## src/rtl/io_bus_master.sv

```systemverilog
// rtl/io_bus_master.sv - Pacoblaze port-bus initiator: buffered host read/write commands to io peripherals
// Reads stall behind an unread response; the interrupt re-arms only after the request line is seen low.
module io_bus_master #(
  parameter int CMD_DEPTH = 4,
  parameter int READ_WAIT = 1
) (
  input  logic       clk,
  input  logic       rst,
  input  logic       cmd_valid,
  output logic       cmd_ready,
  input  logic       cmd_write,
  input  logic [7:0] cmd_addr,
  input  logic [7:0] cmd_data,
  output logic       rsp_valid,
  input  logic       rsp_ready,
  output logic [7:0] rsp_data,
  output logic       int_pending,
  input  logic       int_clear,
  output logic       busy,
  output logic [7:0] port_id,
  output logic [7:0] port_in,
  input  logic [7:0] port_out,
  output logic       wen,
  output logic       ren,
  input  logic       interrupt,
  output logic       interrupt_ack
);

  localparam int AW = (CMD_DEPTH > 1) ? $clog2(CMD_DEPTH) : 1;
  localparam logic [AW:0] PTR_ONE = 1;
  localparam logic [3:0] WAIT_LAST = 4'((READ_WAIT == 0) ? 0 : READ_WAIT - 1);

  typedef enum logic [2:0] {
    IDLE,
    WR,
    RD_STB,
    RD_WAIT,
    RD_CAP,
    ACK
  } state_t;

  state_t state, state_nx;

  // Each entry is {write, addr, data}; pointers carry one extra bit to tell full from empty.
  logic [16:0] fifo_mem [CMD_DEPTH];
  logic [AW:0] wr_ptr, rd_ptr;
  logic        fifo_empty, fifo_full;
  logic        push, pop;
  logic [16:0] head;
  logic        head_write;
  logic [7:0]  head_addr, head_data;
  logic [3:0]  wait_cnt;
  logic        armed;

  assign fifo_empty = (wr_ptr == rd_ptr);
  assign fifo_full  = (wr_ptr[AW] != rd_ptr[AW]) && (wr_ptr[AW-1:0] == rd_ptr[AW-1:0]);
  assign cmd_ready  = !fifo_full;
  assign push       = cmd_valid && cmd_ready;

  assign head       = fifo_mem[rd_ptr[AW-1:0]];
  assign head_write = head[16];
  assign head_addr  = head[15:8];
  assign head_data  = head[7:0];

  assign busy = (state != IDLE) || !fifo_empty;

  always_ff @(posedge clk) begin
    if (push) begin
      fifo_mem[wr_ptr[AW-1:0]] <= {cmd_write, cmd_addr, cmd_data};
    end
  end

  always_ff @(posedge clk) begin
    if (rst) begin
      wr_ptr <= '0;
      rd_ptr <= '0;
    end else begin
      if (push) begin
        wr_ptr <= wr_ptr + PTR_ONE;
      end
      if (pop) begin
        rd_ptr <= rd_ptr + PTR_ONE;
      end
    end
  end

  always_ff @(posedge clk) begin
    if (rst) begin
      state <= IDLE;
    end else begin
      state <= state_nx;
    end
  end

  always_comb begin
    state_nx      = state;
    pop           = 1'b0;
    wen           = 1'b0;
    ren           = 1'b0;
    interrupt_ack = 1'b0;
    case (state)
      IDLE: begin
        if (int_pending && int_clear) begin
          state_nx = ACK;
        end else if (!fifo_empty && head_write) begin
          pop      = 1'b1;
          state_nx = WR;
        end else if (!fifo_empty && !rsp_valid) begin
          pop      = 1'b1;
          state_nx = RD_STB;
        end
      end
      WR: begin
        wen      = 1'b1;
        state_nx = IDLE;
      end
      RD_STB: begin
        ren      = 1'b1;
        state_nx = (READ_WAIT > 0) ? RD_WAIT : RD_CAP;
      end
      RD_WAIT: begin
        if (wait_cnt == WAIT_LAST) begin
          state_nx = RD_CAP;
        end
      end
      RD_CAP: begin
        state_nx = IDLE;
      end
      ACK: begin
        interrupt_ack = 1'b1;
        state_nx      = IDLE;
      end
      default: begin
        state_nx = IDLE;
      end
    endcase
  end

  always_ff @(posedge clk) begin
    if (rst || state != RD_WAIT) begin
      wait_cnt <= '0;
    end else begin
      wait_cnt <= wait_cnt + 4'd1;
    end
  end

  // Bus address/data are loaded on the pop so they are valid during the strobe cycle and hold afterwards.
  always_ff @(posedge clk) begin
    if (rst) begin
      port_id <= '0;
      port_in <= '0;
    end else if (pop) begin
      port_id <= head_addr;
      if (head_write) begin
        port_in <= head_data;
      end
    end
  end

  always_ff @(posedge clk) begin
    if (rst) begin
      rsp_valid <= 1'b0;
      rsp_data  <= '0;
    end else if (state == RD_CAP) begin
      rsp_valid <= 1'b1;
      rsp_data  <= port_out;
    end else if (rsp_valid && rsp_ready) begin
      rsp_valid <= 1'b0;
    end
  end

  // ACK beats a same-cycle capture; the level must drop before another capture can happen.
  always_ff @(posedge clk) begin
    if (rst) begin
      int_pending <= 1'b0;
      armed       <= 1'b1;
    end else if (state == ACK) begin
      int_pending <= 1'b0;
      armed       <= 1'b0;
    end else if (!interrupt) begin
      armed <= 1'b1;
    end else if (armed) begin
      int_pending <= 1'b1;
    end
  end

endmodule
```

## config.mk

```make
export PLATFORM = sky130hd
export DESIGN_NAME = io_bus_master
export DESIGN_NICKNAME = d
export VERILOG_FILES = /design/src/rtl/io_bus_master.sv
export SDC_FILE = /design/constraint.sdc
export NUM_CORES = 1
export LEC_CHECK = 0
export ABC_AREA = 1
export CORE_ASPECT_RATIO = 2
export CORE_MARGIN = 5
export CORE_UTILIZATION = 50
export CTS_CLUSTER_SIZE = 20
export DETAILED_ROUTE_END_ITERATION = 8
export PLACE_DENSITY = 0.78
export SLEW_MARGIN = 20
export SYNTH_ARGS = -nofsm -noshare
export SYNTH_HDL_FRONTEND = slang
export SYNTH_SLANG_ARGS = --single-unit
```

## constraint.sdc

```tcl
create_clock -name clk -period 2.6 [get_ports clk]
set_clock_uncertainty 0.15 [all_clocks]
set_input_delay 0.78 -clock clk [delete_from_list [all_inputs] [get_ports clk]]
set_output_delay 0.78 -clock clk [all_outputs]
set_load 0.01 [all_outputs]
```

== Word-level counts from Yosys, hierarchy flattened ==
Memory sizes are Yosys's and may differ from the RTL's. A register that Yosys moved wholly into a read port is not among the register bits.
Index checks and enable logic that the tools add are counted.
Storage, ports and cells
  memories: 1
  bits in latches: 0
  memory bits (read-only): 0
  output and inout port bits: 31
  register bits: 40
  RAM bits: 68
Cells by class
  magnitude comparators: 0
  bitwise logic cells: 0
  equality and inequality tests: 12
  multipliers: 0
  reduce and logical (&&, ||, !) cells: 19
  add/sub/neg operators: 3
  shifts and indexed selects: 0
  divide/modulo/power cells: 0
  mux-type cells: 20
Memory list
  fifo_mem: depth 4, bits a word 17, rd ports 1, clocked after Yosys merged registers in 1, wr ports 1, RTL line 45  | logic [16:0] fifo_mem [CMD_DEPTH];
Operator list (count)
  1-bit 2-to-1 mux: 13
  3-bit 2-to-1 mux: 4
  3-bit one-hot mux with 3 select lines: 1
  3-bit by 1-bit adder with 3-bit output, second input constant: 2
  3-bit by 2-bit equality test with 1-bit output, second input constant: 2
  3-bit equality test, second input constant: 2
  1-bit logical AND: 6
  2-bit AND reduction: 3
  4-bit by 1-bit adder with 4-bit output, second input constant: 1
  4-bit logical NOT: 1
  2-bit 2-to-1 mux: 2
  4-bit inequality test, second input constant: 1
  3-bit by 1-bit equality test with 1-bit output, second input constant: 1
  3-bit equality test: 1
  1-bit logical NOT: 3
  3-bit logical NOT: 1
  3-bit by 2-bit inequality test with 1-bit output, second input constant: 1
  3-bit nonzero test: 1
  2-bit equality test: 1
  1-bit logical OR: 2
  2-bit by 1-bit inequality test with 1-bit output, second input constant: 1
  2-bit inequality test, second input constant: 1
  2-bit nonzero test: 1
  2-bit OR reduction: 1
  1-bit inequality test: 1

== Depth between registers and ports, before layout ==
Gate-level depths: netlist of run 1.
  word-level depth: 9
  depth in mapped cells: 11
  depth with buffers taken out: 9

== Worst setup path before layout of run 1 ==
No wires, ideal clock.
  path type: input port to flip-flop
  start point: in cmd_valid
  end point: mem fifo_mem[3][0], enable pin
  library setup time: 392 ps
  stages: 2
  setup slack: 347 ps
  required time: 2058 ps
  buffers on the path: 0
  data arrival time: 1711 ps
  path through: nand2_1 nor2_1
On the way
  word-level cells in the longest chain between the ends: 3
Ends and longest elaborated chain
  start: declaration: RTL line 9  | input logic cmd_valid,
  1-bit logical AND: RTL line 58  | assign push = cmd_valid && cmd_ready;
  1-bit 2-to-1 mux: RTL line 68  | if (push) begin
  1-bit 2-to-1 mux (implied by the code): RTL line 69  | fifo_mem[wr_ptr[AW-1:0]] <= {cmd_write, cmd_addr, cmd_data};
  end: declaration: RTL line 45
No other way between the ends.

== Worst setup path in the final report of run 1 ==
  start point: reg rd_ptr[1]
  end point: out busy
On the way
  word-level cells in the longest chain between the ends: 3
Ends and longest elaborated chain
  start: declaration: RTL line 46  | logic [AW:0] wr_ptr, rd_ptr;
  start signal: assignment: RTL line 82  | rd_ptr <= rd_ptr + PTR_ONE;
  3-bit equality test: RTL line 55  | assign fifo_empty = (wr_ptr == rd_ptr);
  1-bit logical NOT: RTL line 65  | assign busy = (state != IDLE) || !fifo_empty;
  1-bit logical OR: RTL line 65
  end: declaration: RTL line 19  | output logic busy,
No other way between the ends.

==> flow_summary.yaml, run 1 <==
outcome:
  status: "completed"
synth:
  synth_area_per_cell_um2: 10.6
  yosys.area_share.simple_pct: 15.4
  yosysWarnings: 0
  synth_mux_area_share_pct: 0
  synthCells: 409
  synth_top_cell_area_share_pct: 47.3
  ys_seq_area_share_pct: 66.8
  yosysTopAreaCell: "edfxtp_1"
  yosysMostFrequentCell: "nor2_1"
  async_reset_ff_share_pct: 0
  synth_seq_cells: 110
  synth_cell_types: 27
  synth_adder_area_share_pct: 2.03
  synth_top_family_by_area: "simple AND/OR/NAND/NOR gates"
  synth_compound_area_share_pct: 10.4
  netlist_area_um2: 4320
  synth_xor_area_share_pct: 0.406
  synthTopCellsByCount: "83 x nor2_1, 68 x edfxtp_1, 53 x o21ai_0"
  syn_nets: 447
  synth-edff-count: 68
  yosys_most_used_dff: "edfxtp_1"
  synthTopCellsByArea: "edfxtp_1 47%, dfxtp_1 19%, nor2_1 7.2%"
route:
  drc_errors: 0
  dr.pass1.iters: 4
  drt_iter0_drc: 205
  avgRoutedWirePerCell_um: 15.6
  wirelength_mm: 9.04
  routed_via_density: 5.27
  vias: 3064
  ant_nets: 0
worst_setup_path:
  crit_fanout: 4
  cp_top_family: "buffers and inverters"
  worst_setup_path_start_kind: "flop"
  rr_endpoint: "fifo_mem[2][11]"
  cp_slowest_stage_delay_ns: 0.54
  slowest_stage: "clkdlybuf4s50_1"
  worstPathRequired_ns: 1.67
  reg2reg_from: "rd_ptr[1]"
  path_class: "flop to output pin"
  ff2ff_setup_slack_ns: 0.79
  crit_path_cell_trace: "inv_1 -> nand2_1 -> nand2_1 -> nand4_1 -> clkdlybuf4s50_1"
  worstRegToRegCells: 7
  crit_buf_inv: 2
  crit_top_cell: "nand2_1"
  cp.arrival_ns: 1.59
  endpoint_kind: "output pin"
clock_network:
  cts_tree: "yes"
  worstSkewPairLatency_ns: 0.34
  cts.htree.levels: 3
  clk_pin_slew_ns: 0.07
  clk_path_buf_depth: 2
  cts_setup_buffers: 0
  cts_num_sinks: 110
  cts_buffers: 9
  cts_root_buffer: "clkbuf_16"
sta:
  holdWs_ns: 0.316
  period_share_pct: 96.8
  worstMarginPinSlew_ns: 0.430
  grt_setup_unrepaired: "false"
  fin_setup_tns_ns: 0
  setup_violations: 0
  finalMaxSlewViolations: 0
  period_needed_ns: 2.52
  slew_headroom_pct: 71.3
  fmax_mhz: 397
  hold_violations: 0
power_and_ir_drop:
  ir_drop_mv: 0.650
  power_density_nw_per_um2: 960
  p_leak_uw: 0.00205
floorplan:
  dieArea_um2: 10700
  start_util_pct: 50.6
  ioPinCount: 62
  die_h_um: 141
  coreArea_um2: 8530
  die_x_um: 75.7
  rows: 48
final_layout:
  postLayoutCoreUtil_pct: 63.8
  nets: 514
  register_area_um2: 2890
  drive_gt1_share_pct: 9.56
  fin_area_um2: 5440
  fillers: 695
  syn2layout_area_growth_pct: 26.0
  diodes: 0
  multi_input_area_um2: 1220
  stdcell_count: 581
global_routing:
  globalRouteTotalUtil_pct: 18.1
  antenna_found_initial: 0
  grt_pass1_wl_mm: 14.5
  grt_pass1_vias: 3083
  grt_max_degree: 35
  globalRouteOverflowTotal: 0
place:
  gp_routability_congestion: 0.849
  dp.cells: 565
  hpwl_mm: 6.19
  place_area_um2: 5100
  place.port_buffers: 61
worst_hold_path:
  hold_path_depth: 2
  worstHoldStart: "port_id[3]"
  hold_path.class: "flop to flop"
  whs_endpoint: "port_id[3]"
flow_run:
  maxCapViolations: 0
==> tightest hold or removal path: cells and delay by family (launching register included) <==
kind / cells / cell delay [ns]
simple gates: 1 / 0.06
compound gates: 1 / 0.05
flops: 1 / 0.31
==> per-layer routing <==
layer | vias up | global-route usage, % | part of all wire [%]
met1 | 1447 | 19.5 | 36
met2 | 74 | 31.9 | 56
li1 | 1523 | - | -
met4 | 0 | 9.40 | 3.0
met5 | - | 0 | 0
met3 | 20 | 3.90 | 4.8
==> sequential cells by signal, indices dropped and copies added (netlist names), named ones only <==
name / count
fifo_mem: 68
port_id: 8
port_in: 8
rsp_data: 8
wait_cnt: 4
rd_ptr: 3
state: 3
wr_ptr: 3
armed: 1
int_pending: 1
rsp_valid: 1
==> per-stage QoR <==
stage	worst slack (ns)	total power (uW)
detailed placement	0.241	3770
global route	0.00763	5530
global placement	0.313	3730
CTS	0.0165	5270
finish	0.0829	5220
floorplan	0.347	3180
==> area by class of cell <==
type / count / share of cell area (%)
Clock inverter: 7 / 1.91
Inverter: 33 / 2.32
Timing Repair Buffer: 72 / 13.8
Clock buffer: 9 / 4.14
Multi-Input combinational cell: 250 / 22.5
Tap cell: 100 / 2.30
Sequential cell: 110 / 53.1
==> repair_timing <==
item	CTS	global route
gates resized for setup	1	5
endpoints found under the setup margin	1	3
hold buffers	0	0
==> how the worst max path moves through the flow <==
| stage | start | end | slack [ns] | cells after the start |
|---|---|---|---|---|
| after floorplan | cmd_valid | fifo_mem[3][0] | 0.35 | 2 |
| after global placement | int_clear | state[1] | 0.31 | 8 |
| after detailed placement | int_clear | flop | 0.24 | 7 |
| after CTS | wr_ptr[1] | cmd_ready | 0.02 | 5 |
| after global routing | rd_ptr[1] | busy | 0.008 | 5 |
| final | rd_ptr[1] | busy | 0.08 | 5 |
==> kinds of logic (layout without fill, tap and decap cells) <==
kind of cell	Yosys count	in the layout
buffers and inverters	49	121
xor gates and xnor gates	2	2
adders and majority gates	7	7
and+or+nand+nor	155	155
AOI/OAI and AO/OA	86	86
DFF	110	110
==> where the power goes <==
| part | switching (uW) | internal [uW] | leakage (uW) |
|---|---|---|---|
| combinational | 878 | 646 | 0.000915 |
| clock | 623 | 860 | 0.000163 |
| sequential | 132 | 2080 | 0.000969 |
| total | 1630 | 3590 | 0.00205 |
==> placed cells by master (no fill, tap or decap), drive strengths merged, types with 11 or more instances in the layout <==
| cell | instances |
|---|---|
| inv | 36 |
| dfxtp | 42 |
| clkdlybuf4s50 | 59 |
| nand3 | 20 |
| a21oi | 17 |
| nand2 | 46 |
| nor2 | 85 |
| buf | 11 |
| o22ai | 16 |
| edfxtp | 68 |
| o21ai | 53 |
Power figures use the tool's default switching activity.
==> run 2: changes to the inputs <==
--- a/config.mk
+++ b/config.mk
@@ -16,3 +16,4 @@
 export SYNTH_ARGS = -nofsm -noshare
 export SYNTH_HDL_FRONTEND = slang
 export SYNTH_SLANG_ARGS = --single-unit
+export TNS_END_PERCENT = 30
==> run 2 against run 1 <==
Routed wire length unchanged. Total power about the same. Setup slack about the same. Design area about the same. Non-clock buffer count unchanged. Flip-flop and latch count unchanged. Critical endpoint unchanged. Clock power about the same.
==> flow_summary.yaml, run 2 (synthesis results as in run 1) <==
sta:
  setup_violations: 0
  grt_setup_unrepaired: "true"
  worst_slack_ns: 0.0829
  period_needed_ns: 2.52
  worstMarginPinSlew_ns: 0.430
  finalMaxSlewViolations: 0
  hold_violations: 0
  period_share_pct: 96.8
  fmax_mhz: 397
  slew_headroom_pct: 71.3
final_layout:
  diodes: 0
  fillers: 696
  postLayoutCoreUtil_pct: 63.7
  largest_reg_flops: 68
  drive_gt1_share_pct: 9.36
  layout_commonest_cell: "nor2_1"
  final_cell_mix: "83 x nor2_1, 68 x edfxtp_1, 59 x clkdlybuf4s50_1, 53 x o21ai_0, 40 x nand2_1"
  syn2layout_area_growth_pct: 26.0
  stdcell_count: 581
  nets: 514
place:
  gp_routability_congestion: 0.849
  dp.cells: 565
  place.port_buffers: 61
  hpwl_mm: 6.19
  pre_cts_ws_ns: 0.241
route:
  vias: 3066
  wirelength_mm: 9.04
  routed_via_density: 5.28
  avgRoutedWirePerCell_um: 15.6
  drt_iter0_drc: 205
  drc_errors: 0
  dr.pass1.iters: 4
  ant_nets: 0
clock_network:
  cts_tree: "yes"
  clk_path_buf_depth: 2
  worstSkewPairLatency_ns: 0.34
  cts_setup_buffers: 0
  cts_buffers: 9
  cts.htree.levels: 3
  clk_pin_slew_ns: 0.07
  cts_num_sinks: 110
  cts_root_buffer: "clkbuf_16"
worst_hold_path:
  hold_path.class: "flop to flop"
  hold_path_depth: 2
power_and_ir_drop:
  netSwitchingFraction_pct: 31.3
  intPower_uw: 3590
  p_sw_uw: 1630
  finalPower_uw: 5220
  ir_drop_mv: 0.650
  combPwrFrac_pct: 29.2
  power_density_nw_per_um2: 960
  p_leak_uw: 0.00205
  p_seq_share_pct: 42.4
  p_clk_share_pct: 28.4
floorplan:
  dieArea_um2: 10700
  die_x_um: 75.7
  coreArea_um2: 8530
  rows: 48
  ioPinCount: 62
  start_util_pct: 50.6
  die_h_um: 141
outcome:
  status: "completed"
global_routing:
  grt_pass1_wl_mm: 14.5
  globalRouteTotalUtil_pct: 18.1
  globalRouteOverflowTotal: 0
  grt_pass1_vias: 3083
  antenna_found_initial: 0
  grt_max_degree: 35
worst_setup_path:
  worstRegToRegCells: 7
  crit_fanout: 4
  endpoint_kind: "output pin"
  worstPathRequired_ns: 1.67
  worst_setup_path_start_kind: "flop"
  path_class: "flop to output pin"
  cp.arrival_ns: 1.59
flow_run:
  maxCapViolations: 0
run 2: cell types whose count changed in the layout (fill, tap and decap cells not counted):
cell | previous run | this run
dfxtp_1 | 38 | 39
dfxtp_2 | 4 | 3
run 2: worst max-delay path: stages, from the launching register on:
cell and delay (ns):
dfxtp_1 0.40, inv_1 0.06, nand2_1 0.06, nand2_1 0.09, nand4_1 0.10, clkdlybuf4s50_1 0.54
run 2: final cells by class:
class                      instances  area, um^2  share of cell area [%]
multi-input combinational        250        1220                    22.5
timing repair buffer              72         748                    13.8
sequential                       110        2890                    53.1
clock buffer                       9         225                    4.14
clock inverter                     7         104                    1.91
inverter                          33         126                    2.32
tap                              100         125                    2.30
run 2: final timing paths:
kind	slack (ns)	startpoint	to
max	0.08	rd_ptr[1]	busy
min	0.32	port_id[3]	port_id[3]
max reg2reg	0.79	rd_ptr[1]	fifo_mem[2][11]
min reg2reg	0.32	port_id[3]	port_id[3]
run 2: per-stage QoR:
stage	instance area, um^2	setup TNS, ns	hold WS, ns
CTS	5430	0	0.319
floorplan	4320	0	0.280
global route	5440	-0.00197	0.340
detailed placement	5100	0	0.306
finish	5440	0	0.316
global placement	5100	0	0.291
run 2: power groups by stage:
stage          clock, uW  combinational, uW  sequential, uW
2_1_floorplan          0                902            2280
5_1_grt             1590               1700            2240
6_report            1480               1520            2210
3_5_place_dp           0               1520            2250
4_1_cts             1510               1540            2210
3_3_place_gp           0               1480            2240
run 2: timing repair:
action	in CTS	in global routing
hold buffers	0	0
resized for setup	1	4
pin swaps	0	0
cloned	0	0
setup endpoints to repair	1	3
run 2: routing by layer:
layer	routed length, um	global-route usage [%]	vias up	part of all wire [%]
li1	-	-	1523	-
met3	431	3.90	20	4.8
met1	3290	19.5	1449	36
met5	0	0	-	0
met4	274	9.40	0	3.0
met2	5040	31.9	74	56
==> run 3: changes to the inputs <==
==> constraint.sdc (replaced) <==
create_clock -name clk -period 2.7 [get_ports clk]
set_clock_uncertainty 0.15 [all_clocks]
set_input_delay 0.81 -clock clk [delete_from_list [all_inputs] [get_ports clk]]
set_output_delay 0.81 -clock clk [all_outputs]
set_load 0.01 [all_outputs]
==> run 3 against run 2 <==
Critical path depth unchanged. Count of clock-buffer cells in the layout increased by 5. Setup slack improved by 0.039 ns.
==> flow_summary.yaml, run 3 (synthesis results as in run 1) <==
outcome:
  status: "completed"
worst_hold_path:
  worstHoldStart: "port_id[6]"
  hold_path_depth: 2
  whs_endpoint: "port_id[6]"
  hold_path.class: "flop to flop"
route:
  drt_iter0_drc: 211
  avgRoutedWirePerCell_um: 15.5
  vias: 3043
  ant_nets: 0
  routed_via_density: 5.26
  drc_errors: 0
  wirelength_mm: 9.00
  dr.pass1.iters: 4
worst_setup_path:
  ff2ff_setup_slack_ns: 0.87
  cp.arrival_ns: 1.62
  path_class: "flop to output pin"
  crit_fanout: 4
  worstPathRequired_ns: 1.74
  worst_setup_path_start_kind: "flop"
  rr_endpoint: "rd_ptr[1]"
  endpoint_kind: "output pin"
  worstRegToRegCells: 9
clock_network:
  clk_path_buf_depth: 2
  cts.htree.levels: 3
  cts_root_buffer: "clkbuf_16"
  cts_hold_buf: 0
  clk_pin_slew_ns: 0.07
  cts_num_sinks: 110
  cts_tree: "yes"
  worstSkewPairLatency_ns: 0.34
  cts_buffers: 9
global_routing:
  grt_pass1_vias: 2989
  grt_max_degree: 35
  antenna_found_initial: 0
  globalRouteTotalUtil_pct: 17.9
  globalRouteOverflowTotal: 0
  grt_pass1_wl_mm: 14.1
place:
  hpwl_mm: 6.23
  dp.cells: 563
  place.port_buffers: 61
  gp_routability_congestion: 0.832
sta:
  holdWs_ns: 0.320
  period_needed_ns: 2.58
  grt_setup_unrepaired: "false"
  fin_setup_tns_ns: 0
  fmax_mhz: 388
  worstMarginPinSlew_ns: 0.645
  slew_headroom_pct: 57.0
  finalMaxSlewViolations: 0
  hold_violations: 0
  setup_violations: 0
  period_share_pct: 95.5
power_and_ir_drop:
  power_density_nw_per_um2: 910
  p_leak_uw: 0.00200
  ir_drop_mv: 0.678
final_layout:
  diodes: 0
  stdcell_count: 579
  nets: 512
  fillers: 691
  layout_commonest_cell: "nor2_1"
  largest_reg_flops: 68
  drive_gt1_share_pct: 8.77
  final_cell_mix: "83 x nor2_1, 68 x edfxtp_1, 61 x clkdlybuf4s50_1, 53 x o21ai_0, 40 x nand2_1"
  syn2layout_area_growth_pct: 24.8
floorplan:
  start_util_pct: 50.6
  die_h_um: 141
  coreArea_um2: 8530
  ioPinCount: 62
  die_x_um: 75.7
  dieArea_um2: 10700
  rows: 48
flow_run:
  maxCapViolations: 0
==> run 3: changes by cell type in the layout (fill, tap and decap cells not counted), sizes merged <==
cell	previous run	this run
clkdlybuf4s50	59	61
buf	11	9
dlymetal6s2s	2	0
clkbuf	9	14
bufinv	2	0
inv	36	32
clkinvlp	0	1
==> run 3: where the power goes <==
| group | internal (uW) | switching (uW) | total [uW] |
|---|---|---|---|
| sequential | 2010 | 136 | 2140 |
| combinational | 613 | 838 | 1450 |
| clock | 762 | 545 | 1310 |
| total | 3380 | 1520 | 4900 |
==> run 3: per-layer routing <==
layer / track usage, % / share of wire [%] / vias to the layer above
li1: - / - / 1519
met1: 18.8 / 36 / 1428
met2: 31.1 / 56 / 79
met3: 4.89 / 4.7 / 17
met4: 9.22 / 2.7 / 0
met5: 0 / 0 / -
==> run 3: per-stage QoR <==
step / power, uW / util, % / setup slack, ns / instance area [um^2]
floorplan: 3060 / - / 0.417 / 4320
global placement: 3580 / 59.5 / 0.352 / 5070
detailed placement: 3630 / 59.5 / 0.330 / 5070
CTS: 4950 / 63.1 / 0.0531 / 5380
global route: 5190 / 63.1 / 0.0323 / 5390
finish: 4900 / 63.1 / 0.122 / 5390
==> run 3: worst max path at each step <==
| stage | end | slack [ns] | depth (start not counted) | start |
|---|---|---|---|---|
| floorplan | fifo_mem[3][0] | 0.42 | 2 | cmd_valid |
| global placement | fifo_mem[3][15] | 0.35 | 4 | cmd_valid |
| detailed placement | wr_ptr[1] | 0.33 | 4 | rst |
| CTS | cmd_ready | 0.05 | 5 | wr_ptr[0] |
| global route | cmd_ready | 0.03 | 5 | wr_ptr[1] |
| finish | cmd_ready | 0.12 | 5 | wr_ptr[1] |
==> run 3: final cells by class <==
class / count / area (um^2) / share of cell area, %
repair buffers: 70 / 716 / 13.3
inverters: 33 / 126 / 2.35
well taps: 100 / 125 / 2.32
clock inverters: 2 / 12.5 / 0.232
clock buffers: 14 / 297 / 5.51
multi-input cells: 250 / 1220 / 22.7
flip-flops and latches: 110 / 2890 / 53.6
==> run 3: what timing repair did <==
action / CTS / global route
resized for setup: 0 / 4
buffers inserted: 0 / 0
endpoints found under the setup margin: 0 / 2
==> run 3: critical path, stage by stage, from the launching register on <==
cell and delay, ns:
dfxtp_2 0.36, inv_1 0.09, nand2_1 0.06, nand2_1 0.09
nand4_1 0.12, clkdlybuf4s50_1 0.55
